[config.mk]
export PLATFORM = sky130hd
export DESIGN_NAME = alu_arbiter
export DESIGN_NICKNAME = d
export VERILOG_FILES = /design/src/rtl/alu_arbiter.sv
export SDC_FILE = /design/constraint.sdc
export NUM_CORES = 1
export LEC_CHECK = 0
export BUFFER_PORTS_ARGS = -buffer_cell sky130_fd_sc_hd__buf_2
export CORE_MARGIN = 2
export CORE_UTILIZATION = 30
export CTS_CLUSTER_DIAMETER = 40
export CTS_CLUSTER_SIZE = 28
export DETAILED_ROUTE_END_ITERATION = 8
export SYNTH_ARGS = -nofsm -noshare
export SYNTH_HDL_FRONTEND = slang
export SYNTH_SLANG_ARGS = --single-unit
[constraint.sdc]
create_clock -name clk -period 1.94 [get_ports clk]
set_input_delay 0.194 -clock clk [delete_from_list [all_inputs] [get_ports clk]]
set_output_delay 0.194 -clock clk [all_outputs]
set_load 0.005 [all_outputs]
[src/rtl/alu_arbiter.sv]
// Purpose: two-requester round-robin arbiter/sequencer in front of one shared 8-bit ALU, with a carry flag per requester.
// Latency: accept at T -> alu_enable at T+1 -> rsp_valid from T+2+ALU_LATENCY; one transaction in flight at a time.
// Backpressure: req_readyN only in IDLE; a response is held stable until its rsp_readyN, and nothing new is granted meanwhile.
//
// Ports:
//   clk, rst                      clock, synchronous active-high reset
//   req_valid/ready/op/a/b{0,1}   request handshake and operands per requester
//   rsp_valid/ready{0,1}          response handshake per requester
//   rsp_result_l/h, rsp_carry/zero/sign   captured ALU results, shared, qualified by rsp_validN
//   alu_enable/operation/op1/op2/cpu_carry   drive to the ALU
//   alu_result_l/h, alu_carry/zero/sign      results from the ALU
module alu_arbiter #(
  parameter int ALU_LATENCY = 1
) (
  input  logic       clk,
  input  logic       rst,

  input  logic       req_valid0,
  output logic       req_ready0,
  input  logic [7:0] req_op0,
  input  logic [7:0] req_a0,
  input  logic [7:0] req_b0,

  input  logic       req_valid1,
  output logic       req_ready1,
  input  logic [7:0] req_op1,
  input  logic [7:0] req_a1,
  input  logic [7:0] req_b1,

  output logic       rsp_valid0,
  input  logic       rsp_ready0,
  output logic       rsp_valid1,
  input  logic       rsp_ready1,
  output logic [7:0] rsp_result_l,
  output logic [7:0] rsp_result_h,
  output logic       rsp_carry,
  output logic       rsp_zero,
  output logic       rsp_sign,

  output logic       alu_enable,
  output logic [7:0] alu_operation,
  output logic [7:0] alu_op1,
  output logic [7:0] alu_op2,
  output logic       alu_cpu_carry,
  input  logic [7:0] alu_result_l,
  input  logic [7:0] alu_result_h,
  input  logic       alu_carry,
  input  logic       alu_zero,
  input  logic       alu_sign
);

  if (ALU_LATENCY < 1 || ALU_LATENCY > 15) begin : g_bad_latency
    $error("alu_arbiter: ALU_LATENCY must be in 1..15");
  end

  localparam logic [1:0] ST_IDLE  = 2'd0;
  localparam logic [1:0] ST_ISSUE = 2'd1;
  localparam logic [1:0] ST_WAIT  = 2'd2;
  localparam logic [1:0] ST_RESP  = 2'd3;

  localparam logic [3:0] LAT_LOAD = 4'(ALU_LATENCY);

  typedef struct packed {
    logic [7:0] op;
    logic [7:0] a;
    logic [7:0] b;
  } req_t;

  typedef struct packed {
    logic [7:0] result_l;
    logic [7:0] result_h;
    logic       carry;
    logic       zero;
    logic       sign;
  } rsp_t;

  // ---------------------------------------------------------------------
  // State
  // ---------------------------------------------------------------------
  logic [1:0] state_q;
  logic       gnt_q;         // requester owning the in-flight transaction
  logic       last_grant_q;  // requester served most recently
  logic [1:0] carry_q;       // private carry chain, indexed by requester
  logic [3:0] wait_cnt_q;
  logic [1:0] rsp_vld_q;     // indexed by requester
  rsp_t       rsp_q;
  req_t       drive_q;
  logic       cin_q;

  // ---------------------------------------------------------------------
  // Grant and handshake decode
  // ---------------------------------------------------------------------
  logic any_vld;
  logic gnt_sel;
  logic accept;
  logic rsp_done;
  req_t req_sel;

  always_comb begin
    any_vld = req_valid0 | req_valid1;
    // With both requesting, the one not served last wins; otherwise the lone requester.
    gnt_sel = (req_valid0 & req_valid1) ? ~last_grant_q : req_valid1;
    accept  = (state_q == ST_IDLE) & any_vld;
    req_sel = gnt_sel ? {req_op1, req_a1, req_b1} : {req_op0, req_a0, req_b0};
    // Only the owner's rsp_ready counts, and only while a response is presented.
    rsp_done = (state_q == ST_RESP) & (gnt_q ? rsp_ready1 : rsp_ready0);
  end

  assign req_ready0 = accept & ~gnt_sel;
  assign req_ready1 = accept &  gnt_sel;

  // ---------------------------------------------------------------------
  // Sequencer
  // ---------------------------------------------------------------------
  always_ff @(posedge clk) begin
    if (rst) begin
      state_q      <= ST_IDLE;
      gnt_q        <= 1'b0;
      last_grant_q <= 1'b1;  // requester 0 is served first out of reset
      carry_q      <= 2'b00;
      wait_cnt_q   <= 4'd0;
      rsp_vld_q    <= 2'b00;
      rsp_q        <= '0;
      drive_q      <= '0;
      cin_q        <= 1'b0;
    end else begin
      case (state_q)
        ST_IDLE: begin
          if (accept) begin
            gnt_q   <= gnt_sel;
            drive_q <= req_sel;
            cin_q   <= carry_q[gnt_sel];
            state_q <= ST_ISSUE;
          end
        end

        ST_ISSUE: begin
          wait_cnt_q <= LAT_LOAD;
          state_q    <= ST_WAIT;
        end

        ST_WAIT: begin
          wait_cnt_q <= wait_cnt_q - 4'd1;
          // Count of 1 marks the cycle in which the ALU outputs are valid.
          if (wait_cnt_q == 4'd1) begin
            rsp_q            <= {alu_result_l, alu_result_h, alu_carry, alu_zero, alu_sign};
            rsp_vld_q[gnt_q] <= 1'b1;
            state_q          <= ST_RESP;
          end
        end

        ST_RESP: begin
          if (rsp_done) begin
            rsp_vld_q      <= 2'b00;
            carry_q[gnt_q] <= rsp_q.carry;
            last_grant_q   <= gnt_q;
            state_q        <= ST_IDLE;
          end
        end

        default: state_q <= ST_IDLE;
      endcase
    end
  end

  // ---------------------------------------------------------------------
  // Outputs
  // ---------------------------------------------------------------------
  assign alu_enable    = (state_q == ST_ISSUE);
  assign alu_operation = drive_q.op;
  assign alu_op1       = drive_q.a;
  assign alu_op2       = drive_q.b;
  assign alu_cpu_carry = cin_q;

  assign rsp_valid0   = rsp_vld_q[0];
  assign rsp_valid1   = rsp_vld_q[1];
  assign rsp_result_l = rsp_q.result_l;
  assign rsp_result_h = rsp_q.result_h;
  assign rsp_carry    = rsp_q.carry;
  assign rsp_zero     = rsp_q.zero;
  assign rsp_sign     = rsp_q.sign;

  // ---------------------------------------------------------------------
  // Structural invariants
  // ---------------------------------------------------------------------
  a_ready_onehot: assert property (@(posedge clk) disable iff (rst)
    !(req_ready0 && req_ready1));
  a_rsp_onehot: assert property (@(posedge clk) disable iff (rst)
    !(rsp_valid0 && rsp_valid1));
  a_enable_pulse: assert property (@(posedge clk) disable iff (rst)
    alu_enable |=> !alu_enable);

endmodule

==> flow_metrics.py <==
metrics = {
    "die": {
        "start_util_pct": 30.6,
        "die_x_um": 89.3,
        "num_rows": 31,
        "coreArea_mm2": 0.00714,
        "die_area_mm2": 0.00797,
        "ios": 122,
        "die_y_um": 89.3,
    },
    "route": {
        "drc_errors": 0,
        "ant_nets": 0,
        "routed_via_density": 4.76,
        "drt_first_pass_iters": 5,
        "wl_per_cell_um": 11.9,
        "wl_mm": 5.56,
        "initialDrtViolationCount": 114,
        "num_vias": 2227,
    },
    "clock_network": {
        "cts_buffer_depth": 2,
        "holdBufCountCts": 0,
        "cts_root_buf": "clkbuf_8",
        "numCtsBuffers": 5,
        "cts.htree.levels": 2,
        "clock_sinks": 56,
        "clk_latency_ns": 0.31,
        "cts_tree": "yes",
        "post_cts_buffers": 0,
        "path_clk_slew_ns": 0.10,
    },
    "cells_and_area": {
        "nets": 447,
        "area_growth_pct": 38.7,
        "diodes": 0,
        "layout-drive-gt1-share_pct": 39.3,
    },
    "logic_synthesis": {
        "avgSynthCellArea_um2": 8.79,
        "seq_area_frac_synth_pct": 51.4,
        "yosysTopAreaCell": "dfxtp_1",
        "yosys-top-cells-area": "dfxtp_1 51%, a222oi_1 12%, nand2_1 7.2%",
        "ys_warn_count": 0,
        "synth_cells": 248,
        "yosysTopAreaCellShare_pct": 51.4,
        "yosys.cell_types.count": 26,
        "synth_fp_nets": 327,
        "yosys_register_bits": 56,
        "syn-cell-area_mm2": 0.00218,
    },
    "critical_path": {
        "r2r_setup_slack_ns": 0.15,
        "r2r_end": "state_q[1]",
        "crit_chain": "inv_1 -> ha_2 -> nand2_1 -> a21oi_2 -> buf_4 -> buf_2",
        "cp.arrival_ns": 1.60,
        "endpoint_kind": "primary output",
        "reg2reg_depth": 6,
        "r2r_start": "wait_cnt_q[1]",
        "max_stage_delay_ns": 0.35,
        "start_kind": "flip-flop",
        "crit_required_ns": 1.75,
        "critPathKind": "flip-flop to primary output",
        "cp_max_fo": 17,
        "worst_path_max_delay_cell": "dfxtp_1",
    },
    "placement": {
        "gp_congestion": 0.708,
        "hpwl_mm": 4.14,
        "portBuffers": 121,
        "dp_slack_ns": 0.116,
    },
    "power": {
        "power_frac_comb_pct": 39.2,
        "p_sw_share_pct": 35.3,
        "p_clk_share_pct": 18.0,
        "p_switching_uw": 1230,
        "power.density_mw_per_mm2": 1150,
        "peakVddDrop_uv": 393,
        "p_seq_share_pct": 42.8,
        "total_power_uw": 3490,
        "power.leakage_uw": 0.00141,
        "cell_internal_pwr_uw": 2260,
    },
    "timing": {
        "min_period_ns": 1.79,
        "setup-violations-final": 0,
        "worst_slew_pin_slew_ns": 0.592,
        "fin_crit_sh_pct": 92.4,
        "fin_ws_ns": 0.148,
        "fmax_mhz": 558,
        "grt_setup_unrepaired": "no",
        "hold_viol": 0,
        "hold_slack_ns": 0.111,
        "final.setup_skew_ns": 0.00301,
        "drv_slew": 0,
        "relSlewSlack_pct": 60.5,
        "tns_ns": 0,
    },
    "global_route": {
        "first_global_vias": 1943,
        "track_usage_pct": 13.9,
        "globalRoute.totalOverflow": 0,
        "grt_pass1_wl_mm": 8.74,
        "grt_max_degree": 32,
        "antenna_found_initial": 0,
    },
    "min_path": {
        "min_path_cells": 3,
        "min_from": "alu_result_h[0]",
        "whs_endpoint": "rsp_result_h[0]",
        "min_path_type": "input port to flip-flop",
    },
    "flow_run": {
        "cap_violations": 0,
    },
    "run_status": {
        "outcome": "finished clean",
    },
}
[cell type report]
cell class	count	area (um2)
Multi-Input combinational cell	165	975
Tap cell	99	124
Clock inverter	2	16.3
Fill cell	768	4110
Clock buffer	6	72.6
Inverter	9	33.8
Sequential cell	56	1120
Timing Repair Buffer	131	681
[how the worst max path moves through the flow]
stage	slack [ns]	to	start
after floorplan	0.22	state_q[1]	wait_cnt_q[0]
after global placement	0.14	state_q[1]	wait_cnt_q[0]
after detailed placement	0.12	state_q[1]	wait_cnt_q[0]
after CTS	0.09	req_ready0	state_q[0]
after global routing	0.004	state_q[1]	wait_cnt_q[1]
final	0.15	req_ready0	state_q[0]
[power by group through the flow]
stage,clock network (uW),logic [uW],registers [uW]
2_1_floorplan,0,848,1510
3_3_place_gp,0,1350,1510
3_5_place_dp,0,1360,1510
4_1_cts,670,1370,1490
5_1_grt,706,1560,1530
6_report,628,1370,1490
[sequential cells by signal, indices dropped and copies added (netlist names)]
register,count
rsp_sign,1
alu_operation,8
alu_op2,8
rsp_carry,1
wait_cnt_q,4
last_grant_q,1
gnt_q,1
rsp_vld_q,2
state_q,2
alu_op1,8
carry_q,2
alu_cpu_carry,1
rsp_result_l,8
rsp_zero,1
rsp_result_h,8
[Yosys cell counts]
master and n:
a22oi_1 1, inv_1 9, o21ai_1 2, a21oi_1 28, mux2i_1 4, nor3_1 2, a2111oi_1 1, and3_1 1
nand3_1 3, a211o_1 1, o21ai_0 2, a222oi_1 26, nor2b_1 1, a211oi_1 2, buf_1 1, o21bai_1 1
ha_1 6, or3_1 1, or3b_4 1, buf_2 2, a21o_1 1, nand4b_1 1, clkbuf_1 15, nand2_1 42
nor2_1 38, dfxtp_1 56
[through the flow]
stage                     util (%)  area, um2  instances
after detailed placement      41.0       2930        460
after floorplan                  -       2180        248
after global routing          42.4       3020        468
after global placement        41.0       2930        460
after CTS                     42.3       3020        468
final                         42.4       3020        468
[routing by layer]
metal  wire (um)  track usage [%]
met1        2440             17.2
met5           0                0
met4          61             4.07
met2        2490             22.7
met3         570             4.99
[layout by cell type (no fill, tap or decap), types with 2 or more instances in the layout]
| cell type | instances |
|---|---|
| a222oi_1 | 26 |
| buf_4 | 10 |
| o21ai_0 | 2 |
| nand3_1 | 3 |
| a211oi_1 | 2 |
| nand2_1 | 42 |
| buf_2 | 121 |
| mux2i_1 | 4 |
| a21oi_1 | 26 |
| nor2_1 | 38 |
| nor3_1 | 2 |
| ha_1 | 5 |
| clkbuf_8 | 5 |
| inv_1 | 9 |
| dfxtp_1 | 55 |
| a21oi_2 | 2 |
[cells by family (layout without fill, tap and decap cells)]
group | Yosys count | in the layout | synth area share, %
multiplexers | 4 | 4 | 1.84
AO/OA/AOI/OAI | 65 | 65 | 21.9
adder cells (fa/ha/maj) | 6 | 6 | 3.44
buffers and inverters | 27 | 148 | 4.76
flip-flops | 56 | 56 | 51.4
AND/OR/NAND/NOR | 90 | 90 | 16.7
[worst max-delay path: cells and delay by family (launching register included)]
family,cells,cell delay [ns]
flip-flops,1,0.35
adder cells (fa/ha/maj),1,0.24
AO/OA/AOI/OAI,1,0.13
AND/OR/NAND/NOR,1,0.08
buffers and inverters,3,0.49
[what timing repair did]
action                     CTS  global route
setup endpoints to repair    0             4
gates resized for setup      0             3
hold endpoints to repair     0             0
Power figures use the tool's default switching activity.
